<file path="src/rtl/apb_reg_completer.sv">
// APB completer: a bank of NREGS 16-bit RW control registers plus one read-only status word.
// The register bank is exported flat, with a one-cycle write pulse per register.
// Every access waits a fixed number of cycles, set by WAIT_CYCLES.
// PSLVERR is raised on an access to an unmapped address, or on a write to the status word.
module apb_reg_completer #(
    parameter int unsigned ADDRS       = 4,
    parameter int unsigned NREGS       = 8,
    parameter int unsigned WAIT_CYCLES = 1
) (
    input  logic                 clock,
    input  logic                 reset,
    input  logic                 psel_i,
    input  logic                 penable_i,
    input  logic                 pwrite_i,
    input  logic [1:0]           pstrb_i,
    input  logic [ADDRS-1:0]     paddr_i,
    input  logic [15:0]          pwdata_i,
    output logic                 pready_o,
    output logic                 pslverr_o,
    output logic [15:0]          prdata_o,
    input  logic [15:0]          sta_i,
    output logic [16*NREGS-1:0]  regs_o,
    output logic [NREGS-1:0]     reg_wr_o
);

    localparam logic [1:0] IDLE   = 2'd0;
    localparam logic [1:0] ACCESS = 2'd1;
    localparam logic [1:0] RESP   = 2'd2;

    localparam logic [ADDRS-1:0] STA_ADDR = ADDRS'(NREGS);
    localparam logic [3:0]       CNT_INIT = 4'(WAIT_CYCLES);

    logic [1:0]             state_q, state_d;
    logic [3:0]             cnt_q, cnt_d;
    logic [ADDRS-1:0]       addr_q, addr_d;
    logic                   write_q, write_d;
    logic [15:0]            wdata_q, wdata_d;
    logic [1:0]             strb_q, strb_d;
    logic                   pready_q, pready_d;
    logic                   pslverr_q, pslverr_d;
    logic [15:0]            prdata_q, prdata_d;
    logic [NREGS-1:0][15:0] regs_q, regs_d;
    logic [NREGS-1:0]       reg_wr_q, reg_wr_d;

    logic setup;
    logic access;

    assign setup  = psel_i && !penable_i;
    assign access = psel_i && penable_i;

    // Read mux over the register bank and the status word. Unmapped addresses read as zero.
    function automatic logic [15:0] read_word(input logic [ADDRS-1:0]     a,
                                              input logic [NREGS-1:0][15:0] bank,
                                              input logic [15:0]            sta);
        logic [15:0] v;
        v = '0;
        for (int unsigned k = 0; k < NREGS; k++) begin
            if (a == ADDRS'(k)) v = bank[k];
        end
        if (a == STA_ADDR) v = sta;
        return v;
    endfunction

    // Reads may go up to the status word; writes must stay below it.
    function automatic logic access_err(input logic [ADDRS-1:0] a, input logic wr);
        return wr ? (a >= STA_ADDR) : (a > STA_ADDR);
    endfunction

    // Commit the captured write on the edge that leaves RESP, with byte-lane merge.
    always_comb begin
        regs_d   = regs_q;
        reg_wr_d = '0;
        if (state_q == RESP && write_q && strb_q != 2'b00) begin
            for (int unsigned k = 0; k < NREGS; k++) begin
                if (addr_q == ADDRS'(k)) begin
                    if (strb_q[0]) regs_d[k][7:0]  = wdata_q[7:0];
                    if (strb_q[1]) regs_d[k][15:8] = wdata_q[15:8];
                    reg_wr_d[k] = 1'b1;
                end
            end
        end
    end

    // Transfer FSM: capture the setup, count wait states, then present a one-cycle response.
    always_comb begin
        state_d   = state_q;
        cnt_d     = cnt_q;
        addr_d    = addr_q;
        write_d   = write_q;
        wdata_d   = wdata_q;
        strb_d    = strb_q;
        pready_d  = 1'b0;
        pslverr_d = 1'b0;
        prdata_d  = '0;
        case (state_q)
            IDLE, RESP: begin
                state_d = IDLE;
                if (setup) begin
                    addr_d  = paddr_i;
                    write_d = pwrite_i;
                    wdata_d = pwdata_i;
                    strb_d  = pstrb_i;
                    cnt_d   = CNT_INIT;
                    if (CNT_INIT == 4'd0) begin
                        // Read through regs_d so a setup taken on the RESP edge sees its own write.
                        pready_d  = 1'b1;
                        pslverr_d = access_err(paddr_i, pwrite_i);
                        prdata_d  = pwrite_i ? 16'h0000 : read_word(paddr_i, regs_d, sta_i);
                        state_d   = RESP;
                    end else begin
                        state_d = ACCESS;
                    end
                end
            end
            ACCESS: begin
                if (!access) begin
                    state_d = IDLE;
                end else begin
                    cnt_d = cnt_q - 4'd1;
                    if (cnt_q == 4'd1) begin
                        pready_d  = 1'b1;
                        pslverr_d = access_err(addr_q, write_q);
                        prdata_d  = write_q ? 16'h0000 : read_word(addr_q, regs_d, sta_i);
                        state_d   = RESP;
                    end
                end
            end
            default: state_d = IDLE;
        endcase
    end

    // State registers with synchronous reset; reset aborts any transfer in flight.
    always_ff @(posedge clock) begin
        if (reset) begin
            state_q   <= IDLE;
            cnt_q     <= '0;
            addr_q    <= '0;
            write_q   <= 1'b0;
            wdata_q   <= '0;
            strb_q    <= '0;
            pready_q  <= 1'b0;
            pslverr_q <= 1'b0;
            prdata_q  <= '0;
            regs_q    <= '0;
            reg_wr_q  <= '0;
        end else begin
            state_q   <= state_d;
            cnt_q     <= cnt_d;
            addr_q    <= addr_d;
            write_q   <= write_d;
            wdata_q   <= wdata_d;
            strb_q    <= strb_d;
            pready_q  <= pready_d;
            pslverr_q <= pslverr_d;
            prdata_q  <= prdata_d;
            regs_q    <= regs_d;
            reg_wr_q  <= reg_wr_d;
        end
    end

    assign pready_o  = pready_q;
    assign pslverr_o = pslverr_q;
    assign prdata_o  = prdata_q;
    assign regs_o    = regs_q;
    assign reg_wr_o  = reg_wr_q;

endmodule

</file>
<file path="config.mk">
export PLATFORM = sky130hd
export DESIGN_NAME = apb_reg_completer
export DESIGN_NICKNAME = d
export VERILOG_FILES = /design/src/rtl/apb_reg_completer.sv
export SDC_FILE = /design/constraint.sdc
export NUM_CORES = 1
export LEC_CHECK = 0
export BUFFER_PORTS_ARGS = -buffer_cell sky130_fd_sc_hd__buf_2
export CORE_MARGIN = 2
export CORE_UTILIZATION = 48
export DETAILED_ROUTE_END_ITERATION = 16
export MAX_ROUTING_LAYER = met4
export PLACE_DENSITY = 0.88
export SETUP_SLACK_MARGIN = 0.02
export SYNTH_ARGS = -nofsm -noshare
export SYNTH_HDL_FRONTEND = slang
export SYNTH_SLANG_ARGS = --single-unit
</file>
<file path="constraint.sdc">
create_clock -name clock -period 1.7 [get_ports clock]
set_input_delay 0.085 -clock clock [delete_from_list [all_inputs] [get_ports clock]]
set_output_delay 0.085 -clock clock [all_outputs]
set_load 0.05 [all_outputs]
</file>
==> impl_summary.md <==
Route
Dividing the detail-routed via count by the number of cells gives around 6.1. The number of detailed-route iterations in the first pass is 6. In this run, the number of DRC markers left after iteration 0 of detailed routing was between 1,000 and 1,500. The routed design has a little over 30 mm of wire. Once detail routing completed, the nets flagged for antenna violations numbered 0. In the final routed layout, each cell accounts on average for just over 20 µm. After detailed routing, the number of remaining DRC violations is 0. The total number of vias is roughly 9,000.

Place
Routability-driven placement finished with a final weighted congestion of a little under 1. The worst setup slack before clock tree synthesis is -0.2395 ns. The count of buffers from port buffering is between 150 and 200. The placed wire-length estimate is a little under 20 mm. Summing all placed instances gives a cell area of a little under 0.01 mm².

Floorplan
The standard cell core area is 0.01635 mm². The die covers about 0.018 mm². The die is approximately 130 µm wide.

The initial standard-cell utilization of the core is 48.58%. The floorplan step set the die height to about 130 µm. Pin placement for this block handled between 150 and 200 I/O pins.

The number of rows in the core area is 47.

Worst setup path
The critical path starts at cnt_q[1]. The worst register-to-register path begins at cnt_q[1]. The worst path required time is 2.03 ns. Traced cell by cell, the critical path runs through inv_2, ha_4, or4b_4, nor3_4, buf_12, buf_12, o21ai_2, a311oi_1.

The cell seen most often among critical-path stages is sky130_fd_sc_hd__buf_12. The largest individual stage delay along the critical path comes from the cell sky130_fd_sc_hd__or4b_4. The delay of the slowest cell on the worst path is ~0.50 ns. The worst endpoint data arrival time is 2.32 ns. The capturing element type of the critical path is a flip-flop. Of all nets on the critical path, the largest fanout is 7. The worst setup path is launched from a flip-flop. The type of the worst setup path is reg2reg.

STA
In the post-route analysis, the smallest setup slack over all paths is -0.2858 ns. Setup repair after global routing could not meet its margin everywhere. The number of hold violations in the final report is 0.

In the finished design, the share of the clock period the worst path needs comes to 116.8%. For this run, the top clock speed supported by timing is 0.5036 GHz. The number of endpoints failing setup at the final stage is 23.

The worst slew slack as a fraction of its limit is between 50% and 60%. After layout, the minimum clock period comes to 1.986 ns. The setup total negative slack is -2.502 ns. The final count of pins violating max slew is 0.

The maximum clock skew at final layout is 0.01226 ns. For the pin with the worst max-slew slack, the measured transition is around 0.73 ns.

Logic synthesis
By area the synthesized netlist is led by sky130_fd_sc_hd__dfxtp_1 46%, sky130_fd_sc_hd__nand2_1 13%, sky130_fd_sc_hd__a21oi_1 9.5%, sky130_fd_sc_hd__nand3_1 4.7%, sky130_fd_sc_hd__a22oi_1 3.7%. The sequential area share after synthesis is 46.12%. In this run the cell area of the synthesized design comes to a little under 0.008 mm². The portion of synthesized cell area occupied by the leading cell type is between 40% and 50%.

In the synthesized netlist the async set-or-reset flop fraction comes to 0%. The synthesized design spends more area on one cell type than any other, namely sky130_fd_sc_hd__dfxtp_1. Among all flip-flop cells after synthesis, the most frequent one is sky130_fd_sc_hd__dfxtp_1. sky130_fd_sc_hd__nand2_1 is the most common cell in the netlist. The number of enable flip-flop cells after synthesis is 0. By count the netlist is led by 280 x sky130_fd_sc_hd__nand2_1, 183 x sky130_fd_sc_hd__dfxtp_1, 151 x sky130_fd_sc_hd__a21oi_1, 74 x sky130_fd_sc_hd__nand3_1, 45 x sky130_fd_sc_hd__clkbuf_1.

The number of unique standard cell types used by synthesis is 47. The mean instance size in the synthesized netlist is just under 8 µm². The number of nets in the synthesized netlist is ~1,000. Yosys printed 0 warnings. Synthesis produced a netlist whose cell count is ~1,000. After synthesis the netlist holds a flip-flop and latch count of about 180.

Clock network
The TritonCTS clock tree is yes. CTS placed an instance of sky130_fd_sc_hd__clkbuf_16 at the clock tree root. The number of sinks handled by clock tree synthesis is between 150 and 200. The clock insertion delay at the later pin of the skew report is around 0.46 ns. CTS built an H-tree with a depth of 4. The number of CTS-inserted buffers is 17.

The clock passes through at most 2 buffers. The clock-pin slew reported for the worst setup and hold paths after clock tree synthesis is approximately 0.07 ns.

Pwr
The peak ir drop on the vdd network is approximately 0.00074 V. The ratio of total power to cell area is about 820 mW/mm². The standby leakage power is between 4 and 5 nW.

Summing internal, switching and leakage power gives between 9 and 10 mW.

GRT
For this run, the total global-route usage over all layers was measured as roughly 34%. The pin count of the biggest net entering global routing is 158. The total overflow left after global routing is 0.

The number of global-route vias before repair is ~8,500. The global-route wire length before repair is around 46 mm. The number of antenna violations at the first check in global routing is 0.

Cells and area
The final layout contains about 1,300 nets. Measured on the finished design, the core utilization comes to approximately 69%. The multi-input logic area is about 0.0043 mm².

The total of fill cells in the finished design is around 1,200. Across the whole layout, storage elements account for around 0.0037 mm². 0 antenna diodes ended up in the layout.

The fraction of final layout cells sized beyond drive strength 1 is between 30% and 40%. The layout-stage area growth over the synthesis result is 41.49%. The area of all placed cells without fillers is ~0.011 mm².

Status
The flow ran to the end, but the final reports show violations. The checks that failed: negative setup slack.

Worst hold path
The start point of the worst hold path is reset. The kind of path behind the tightest hold check is in2reg.

Flow run
The max-cap violation count is 0.
[through the flow]
| stage | hold slack, ns | instances |
|---|---|---|
| global route | 0.1359 | 1506 |
| floorplan | 0.2134 | 999 |
| CTS | 0.1481 | 1502 |
| detailed placement | 0.3326 | 1421 |
| global placement | 0.3268 | 1421 |
| finish | 0.1389 | 1506 |
[cell usage in the layout, fill, tap and decap left out, types with 8 or more instances in the layout]
master                          instances
sky130_fd_sc_hd__buf_2                195
sky130_fd_sc_hd__a22oi_1               34
sky130_fd_sc_hd__dfxtp_1              176
sky130_fd_sc_hd__buf_12                11
sky130_fd_sc_hd__nand2_1              254
sky130_fd_sc_hd__a311oi_1               8
sky130_fd_sc_hd__clkbuf_16             17
sky130_fd_sc_hd__mux2_2                13
sky130_fd_sc_hd__nor2_4                 8
sky130_fd_sc_hd__a21oi_1              141
sky130_fd_sc_hd__a221oi_2               9
sky130_fd_sc_hd__nand2_2               20
sky130_fd_sc_hd__mux2i_1               21
sky130_fd_sc_hd__o21ai_2               13
sky130_fd_sc_hd__nand3_1               73
sky130_fd_sc_hd__dlygate4sd3_1         39
sky130_fd_sc_hd__a21oi_2               10
sky130_fd_sc_hd__nor2_1                41
sky130_fd_sc_hd__buf_4                 78
[layout make-up]
| cell class | instances | area share, % |
|---|---|---|
| repair buffers | 334 | 20.90 |
| well taps | 220 | 2.449 |
| inverters | 2 | 0.06680 |
| flip-flops and latches | 183 | 32.74 |
| multi-input cells | 735 | 38.47 |
| clock buffers | 18 | 3.908 |
| clock inverters | 14 | 1.470 |
[critical path, delay by kind of cell, from the launching register on]
kind / cells / cell delay [ns]
and+or+nand+nor: 2 / 0.68
AOI/OAI and AO/OA: 2 / 0.37
buffers and inverters: 3 / 0.36
DFF: 1 / 0.33
adders and majority gates: 1 / 0.13
[cell families after synthesis]
family | share of synthesized area, %
adders and majority gates | 0.3150
and+or+nand+nor | 24.32
buffers and inverters | 5.104
AOI/OAI and AO/OA | 19.30
xor gates and xnor gates | 0.2206
muxes | 4.616
DFF | 46.12
[flip-flops by register name, summed over array words and instances, names as in the netlist]
name / cells
reg_wr_o: 8
regs_o: 128
pready_o: 1
wdata_q: 16
state_q: 2
addr_q: 4
write_q: 1
prdata_o: 16
pslverr_o: 1
cnt_q: 4
strb_q: 2
[worst paths after layout]
check,to,slack [ns],depth (start not counted)
max,prdata_o[5],-0.29,8
min,pready_o,0.14,4
max reg2reg,prdata_o[5],-0.29,8
min reg2reg,regs_o[30],0.46,2
[per-layer routing]
metal / vias up / share of wire (%) / GRT usage (%)
met4: 0 / 6.7 / 18.22
met2: 755 / 45 / 51.76
met1: 4270 / 36 / 42.10
met3: 175 / 12 / 8.966
li1: 4028 / - / -
met5: - / 0 / -
[report_power, final]
part,switching [mW],leakage (nW),internal (mW)
Clock,1.86,0.285,2.25
Sequential,0.0701,1.48,4.31
Combinational,0.376,2.78,0.310
Total,2.31,4.54,6.87
[repair_timing]
item,in CTS,in global routing
endpoints found under the setup margin,104,110
cloned,2,0
pin swaps,14,24
buffers inserted,8,4
gates resized for setup,49,75
hold buffers,39,0
endpoints found under the hold margin,39,0
(Power assumes the default switching activity.)
